$ cat src/rtl/pc_seq_ctrl_pkg.sv
// Shared definitions for the next-PC sequencer, PC register and fetch logic.
// Latency: n/a (types and constants only).
// Backpressure: n/a.
//
// Contents: FSM state encoding and the default address width / sequential increment.
package pc_seq_ctrl_pkg;

  localparam int PC_ADDR_W = 16;  // width of PC and redirect targets
  localparam int PC_INC    = 2;   // bytes per 16-bit instruction

  typedef enum logic [1:0] {
    ST_IDLE   = 2'd0,
    ST_RUN    = 2'd1,
    ST_STALL  = 2'd2,
    ST_HALTED = 2'd3
  } pc_state_e;

endpackage

$ cat src/rtl/pc_redirect_buf.sv
// Single-entry buffer that holds one redirect target captured while the PC is stalled.
// Latency: capture visible on pend_vld_o/pend_addr_o one cycle after capture_i.
// Backpressure: entry is occupied until clear_i; captures while occupied are dropped (first one wins).
//
// Ports:
//   clk_i, rst_ni     clock, asynchronous active-low reset
//   capture_i/addr_i  store addr_i if the buffer is empty
//   clear_i           empty the buffer (consume on release, or discard on halt)
//   pend_vld_o        a redirect is buffered
//   pend_addr_o       buffered redirect target
module pc_redirect_buf
  import pc_seq_ctrl_pkg::*;
#(
  parameter int ADDR_W = PC_ADDR_W
) (
  input  logic              clk_i,
  input  logic              rst_ni,
  input  logic              capture_i,
  input  logic [ADDR_W-1:0] addr_i,
  input  logic              clear_i,
  output logic              pend_vld_o,
  output logic [ADDR_W-1:0] pend_addr_o
);

  logic              pend_vld_q;
  logic [ADDR_W-1:0] pend_addr_q;

  always_ff @(posedge clk_i or negedge rst_ni) begin
    if (!rst_ni) begin
      pend_vld_q  <= 1'b0;
      pend_addr_q <= '0;
    end else if (clear_i) begin
      pend_vld_q  <= 1'b0;
    end else if (capture_i && !pend_vld_q) begin
      // Only an empty buffer accepts a target; later redirects in the same stall are ignored.
      pend_vld_q  <= 1'b1;
      pend_addr_q <= addr_i;
    end
  end

  assign pend_vld_o  = pend_vld_q;
  assign pend_addr_o = pend_addr_q;

endmodule

$ cat src/rtl/pc_seq_ctrl.sv
// Next-PC sequencer: picks increment / branch / jump each cycle and drives the PC register write port.
// Latency: zero; pc_in/pc_write are combinational and captured by the PC register on the same edge.
// Backpressure: stall freezes the PC and buffers one redirect; halt freezes it until reset.
//
// Ports:
//   clk, rst_n                    clock, asynchronous active-low reset
//   start                         leave IDLE and begin sequencing
//   stall, halt                   hold PC this cycle / stop until reset
//   br_taken, br_target           resolved taken branch and its destination
//   jmp, jmp_target               unconditional jump and its destination
//   pc_out                        current PC register value
//   pc_in, pc_write               next PC and write enable to the PC register
//   flush                         one-cycle pulse the cycle after a redirect write
//   redirect_pending              a redirect is buffered during stall
//   state                         0 IDLE, 1 RUN, 2 STALL, 3 HALTED
module pc_seq_ctrl
  import pc_seq_ctrl_pkg::*;
#(
  parameter int ADDR_W = PC_ADDR_W,
  parameter int INC    = PC_INC
) (
  input  logic              clk,
  input  logic              rst_n,
  input  logic              start,
  input  logic              stall,
  input  logic              halt,
  input  logic              br_taken,
  input  logic [ADDR_W-1:0] br_target,
  input  logic              jmp,
  input  logic [ADDR_W-1:0] jmp_target,
  input  logic [ADDR_W-1:0] pc_out,
  output logic [ADDR_W-1:0] pc_in,
  output logic              pc_write,
  output logic              flush,
  output logic              redirect_pending,
  output logic [1:0]        state
);

  localparam logic [ADDR_W-1:0] INC_W = ADDR_W'(INC);

  pc_state_e         state_q, state_d;
  logic              flush_q, flush_d;

  logic              buf_capture;
  logic              buf_clear;
  logic [ADDR_W-1:0] buf_addr;
  logic              pend_vld;
  logic [ADDR_W-1:0] pend_addr;

  pc_redirect_buf #(
    .ADDR_W (ADDR_W)
  ) u_redirect_buf (
    .clk_i       (clk),
    .rst_ni      (rst_n),
    .capture_i   (buf_capture),
    .addr_i      (buf_addr),
    .clear_i     (buf_clear),
    .pend_vld_o  (pend_vld),
    .pend_addr_o (pend_addr)
  );

  // Jump outranks branch whenever both are presented, for both direct and buffered redirects.
  assign buf_addr = jmp ? jmp_target : br_target;

  always_comb begin
    state_d     = state_q;
    flush_d     = 1'b0;
    pc_write    = 1'b0;
    pc_in       = '0;
    buf_capture = 1'b0;
    buf_clear   = 1'b0;

    unique case (state_q)
      ST_IDLE: begin
        if (start) state_d = ST_RUN;
      end

      ST_RUN, ST_STALL: begin
        if (halt && !stall) begin
          // A buffered redirect is meaningless once sequencing stops.
          state_d   = ST_HALTED;
          buf_clear = 1'b1;
        end else if (stall) begin
          // halt is deliberately ignored here; it only takes effect once stall drops.
          state_d     = ST_STALL;
          buf_capture = jmp || br_taken;
        end else begin
          state_d  = ST_RUN;
          pc_write = 1'b1;
          if (pend_vld) begin
            // Buffered redirect is older than anything arriving now, so it wins.
            pc_in     = pend_addr;
            buf_clear = 1'b1;
            flush_d   = 1'b1;
          end else if (jmp || br_taken) begin
            pc_in   = buf_addr;
            flush_d = 1'b1;
          end else begin
            pc_in = pc_out + INC_W;  // wraps modulo 2^ADDR_W
          end
        end
      end

      ST_HALTED: begin
        state_d = ST_HALTED;
      end

      default: begin
        state_d = ST_IDLE;
      end
    endcase
  end

  always_ff @(posedge clk or negedge rst_n) begin
    if (!rst_n) begin
      state_q <= ST_IDLE;
      flush_q <= 1'b0;
    end else begin
      state_q <= state_d;
      flush_q <= flush_d;
    end
  end

  assign flush            = flush_q;
  assign redirect_pending = pend_vld;
  assign state            = state_q;

endmodule

$ cat config.mk
export PLATFORM = sky130hd
export DESIGN_NAME = pc_seq_ctrl
export DESIGN_NICKNAME = d
export VERILOG_FILES = /design/src/rtl/pc_seq_ctrl_pkg.sv /design/src/rtl/pc_redirect_buf.sv /design/src/rtl/pc_seq_ctrl.sv
export SDC_FILE = /design/constraint.sdc
export NUM_CORES = 1
export LEC_CHECK = 0
export ABC_AREA = 1
export CORE_UTILIZATION = 44
export CTS_BUF_LIST = sky130_fd_sc_hd__clkbuf_2 sky130_fd_sc_hd__clkbuf_4 sky130_fd_sc_hd__clkbuf_8
export CTS_CLUSTER_DIAMETER = 50
export CTS_CLUSTER_SIZE = 24
export DETAILED_ROUTE_END_ITERATION = 8
export PLACE_DENSITY = 0.84
export SLEW_MARGIN = 20
export SYNTH_ARGS = -nofsm -noshare
export SYNTH_HDL_FRONTEND = slang
export SYNTH_SLANG_ARGS = --single-unit
export TNS_END_PERCENT = 30
$ cat constraint.sdc
create_clock -name clk -period 2.6 [get_ports clk]
set_clock_uncertainty 0.2 [all_clocks]
set_input_delay 0.52 -clock clk [delete_from_list [all_inputs] [get_ports clk]]
set_output_delay 0.52 -clock clk [all_outputs]
set_load 0.02 [all_outputs]
==> metrics.md <==
| Metric | Value |
|---|---|
| Mapped Cells | `262` |
| Die X | `64.5 um` |
| Final ANT Viol Nets | `0` |
| Routed vias/inst | `5.39` |
| RSZ-0062 raised after global routing | `yes` |
| 1st-iter DRT viols | `194` |
| Rel. slew slack | `78.7%` |
| Mean Syn Cell Area | `around 6.6 um^2` |
| Multi-input logic area | `0.00118 mm^2` |
| CTS tree | `built` |
| Flops & latches, synth | `20` |
| Final setup fails | `2` |
| Leak pwr | `around 1.5 nW` |
| Worst-Margin Slew | `0.319 ns` |
| Worst Path Required | `1.88 ns` |
| Pwr/cell area | `between 700 and 800 mW/mm^2` |
| Max Cap Viol | `0` |
| Antenna cells | `0` |
| Layout cells sized above 1 | `between 30% and 40%` |
| Slowest-stage cell, CP | `dfrtp_1` |
| Number of global-route vias before repair | `~2400` |
| Final Wtd Congestion | `0.879` |
| Delay of the slowest critical-path stage | `between 0.3 and 0.4 ns` |
| Synth top area share | `29.2%` |
| Total Nets Final | `between 400 and 500` |
| Crit path DAT | `1.93 ns` |
| Max Slew Vio Count | `0` |
| Hold WS | `0.293 ns` |
| Clock sinks | `20` |
| Period utilization | `102%` |
| Cell family with most CP delay | `buffers and inverters` |
| Area contributors post-synth | `dfrtp_1, nand2_1, o21ai_0` |
| Failing checks | `setup timing` |
| Gr usage total | `33.2%` |
| Fillers | `about 230` |
| Clock latency on the worst-skew pair | `around 0.27 ns` |
| H-Tree Depth | `1` |
| Final HPWL DP | `4.02 mm` |
| Initial Utilization | `46.5%` |
| Status | `finished with violations` |
| Worst slack at placement | `-0.632 ns` |
| FF/Latch Area | `500 um^2` |
| Hold Crit Class | `flop to flop` |
| Wire length per cell | `15.3 um` |
| DRC Markers | `0` |
| Final wirelength | `6.65 mm` |
| Setup TNS Final | `-0.0668 ns` |
| Num CTS Buffers | `3` |
| Commonest cells after routing, fill and taps aside | `nand2_1, buf_4, clkdlybuf4s50_1, inv_1, dfrtp_1` |
| Drt pass-1 iters | `5` |
| I/O Buffers | `75` |
| Final worst path period need | `~2.6 ns` |
| Post-Syn Area | `0.00172 mm^2` |
| Core Area | `roughly 0.0037 mm^2` |
| Cell breakdown of the critical path | `inv_2 > ha_4 > nand2_4 > nor2_4 > buf_12 > buf_6 > o21ai_2 > a211oi_2 > buf_4` |
| Crit path buf inv count | `4` |
| Area Overhead vs Synth | `82.0%` |
| GRT overflow | `0` |
| Sequential share of the synthesized area | `29.2%` |
| Warnings from Yosys | `0` |
| Clock transition at the registers of the reported paths | `0.08 ns` |
| Mapped Nets | `about 320` |
| Worst vdd ir | `a little over 0.8 mV` |
| Fmax | `378 MHz` |
| Final Hold Fails | `0` |
| Antenna violations before repair | `0` |
| CP Launch Type | `flop` |
| CTS max path bufs | `2` |
| Commonest non-fill, non-tap cell in the layout | `nand2_1` |
| Die extent in y | `64.5 um` |
| Die footprint | `between 0.004 and 0.005 mm^2` |
| Final worst slack | `-0.0470 ns` |
| First-pass GRT wire length | `10.6 mm` |
| CTS Hold Buffers Added | `0` |
| Crit Path Category | `flop to primary output` |
| Largest area contributor in the netlist | `dfrtp_1` |
| Setup crit end kind | `primary output` |
| # rows | `22` |
| CTS root buffer | `clkbuf_8` |
| I/O Pins | `76` |
| Vias | `2340` |
| Count of cell types in the netlist | `28` |
| Pin count of the biggest net entering global routing | `25` |
| Crit-path max FO | `7` |
[worst reg2reg max path: stages, from the launching register on]
cell	delay, ns
dfrtp_1	0.39
inv_2	0.07
ha_4	0.29
buf_4	0.11
nand2_1	0.12
nor2_4	0.15
inv_1	0.15
buf_12	0.19
o21ai_0	0.22
[cells in the mapped netlist, drive strengths merged]
cell type and instances:
xor2 1, a41oi 1, nand3 17, a21boi 9, o211ai 2, o21ai 29
ha 4, o21a 2, a21oi 12, nand3b 4, buf 8, nand4 4
xnor2 3, clkbuf 2, nor2 26, mux2i 4, dfrtp 20, a211oi 1
inv 32, nand2 80, a31oi 1
[sequential cells by signal (all words and copies together) (netlist names)]
register                    flops
state                           2
u_redirect_buf.pend_vld_o       1
flush                           1
u_redirect_buf.pend_addr_o     16
[where the power goes]
part	internal, W	switching [W]
combinational	0.000685	0.000773
sequential	0.000453	0.0000910
clock	0.000136	0.000118
total	0.00127	0.000983
[logic make-up (layout without fill, tap and decap cells)]
| family | after synthesis | after routing | synth area share [%] |
|---|---|---|---|
| muxes | 4 | 4 | 2.33 |
| buffers and inverters | 42 | 165 | 11.4 |
| AOI/OAI and AO/OA | 57 | 57 | 19.6 |
| DFF | 20 | 20 | 29.2 |
| and+or+nand+nor | 131 | 132 | 32.5 |
| xor gates and xnor gates | 4 | 4 | 2.04 |
| adders and majority gates | 4 | 4 | 2.92 |
[layer usage]
| layer | track usage, % | routed length, um |
|---|---|---|
| met5 | 0 | 0 |
| met4 | 16.1 | 244 |
| met3 | 5.28 | 404 |
| met2 | 61.3 | 3460 |
| met1 | 36.7 | 2540 |
[final timing paths]
check	to	start	cells after the start	slack [ns]
max in group asynchronous	u_redirect_buf.pend_addr_o[13]	rst_n	2	1.59
max	pc_in[3]	state[0]	9	-0.05
min reg2reg	u_redirect_buf.pend_addr_o[15]	u_redirect_buf.pend_addr_o[15]	2	0.29
max reg2reg	u_redirect_buf.pend_addr_o[7]	state[0]	8	0.61
min	u_redirect_buf.pend_addr_o[15]	u_redirect_buf.pend_addr_o[15]	2	0.29
min in group asynchronous	state[0]	rst_n	2	0.39
[per-stage QoR]
stage               cells  total power [W]  util, %  cell area [um^2]
finish                434          0.00226     84.7              3120
global route          434          0.00238     84.7              3120
CTS                   432          0.00210     82.2              3030
detailed placement    418          0.00172     76.4              2820
global placement      418          0.00169     76.4              2820
floorplan             262          0.00116        -              1720
[what timing repair did]
item | in CTS | in global routing
gates cloned | 3 | 0
pin swaps | 10 | 11
gates resized for setup | 120 | 46
buffers inserted | 7 | 3
endpoints found under the setup margin | 17 | 16
[cell type report]
type,count,area share [%]
Sequential cell,20,16.0
Inverter,32,4.08
Clock buffer,4,1.76
Tap cell,48,1.92
Timing Repair Buffer,129,38.5
Multi-Input combinational cell,201,37.7
Power figures use the tool's default switching activity.
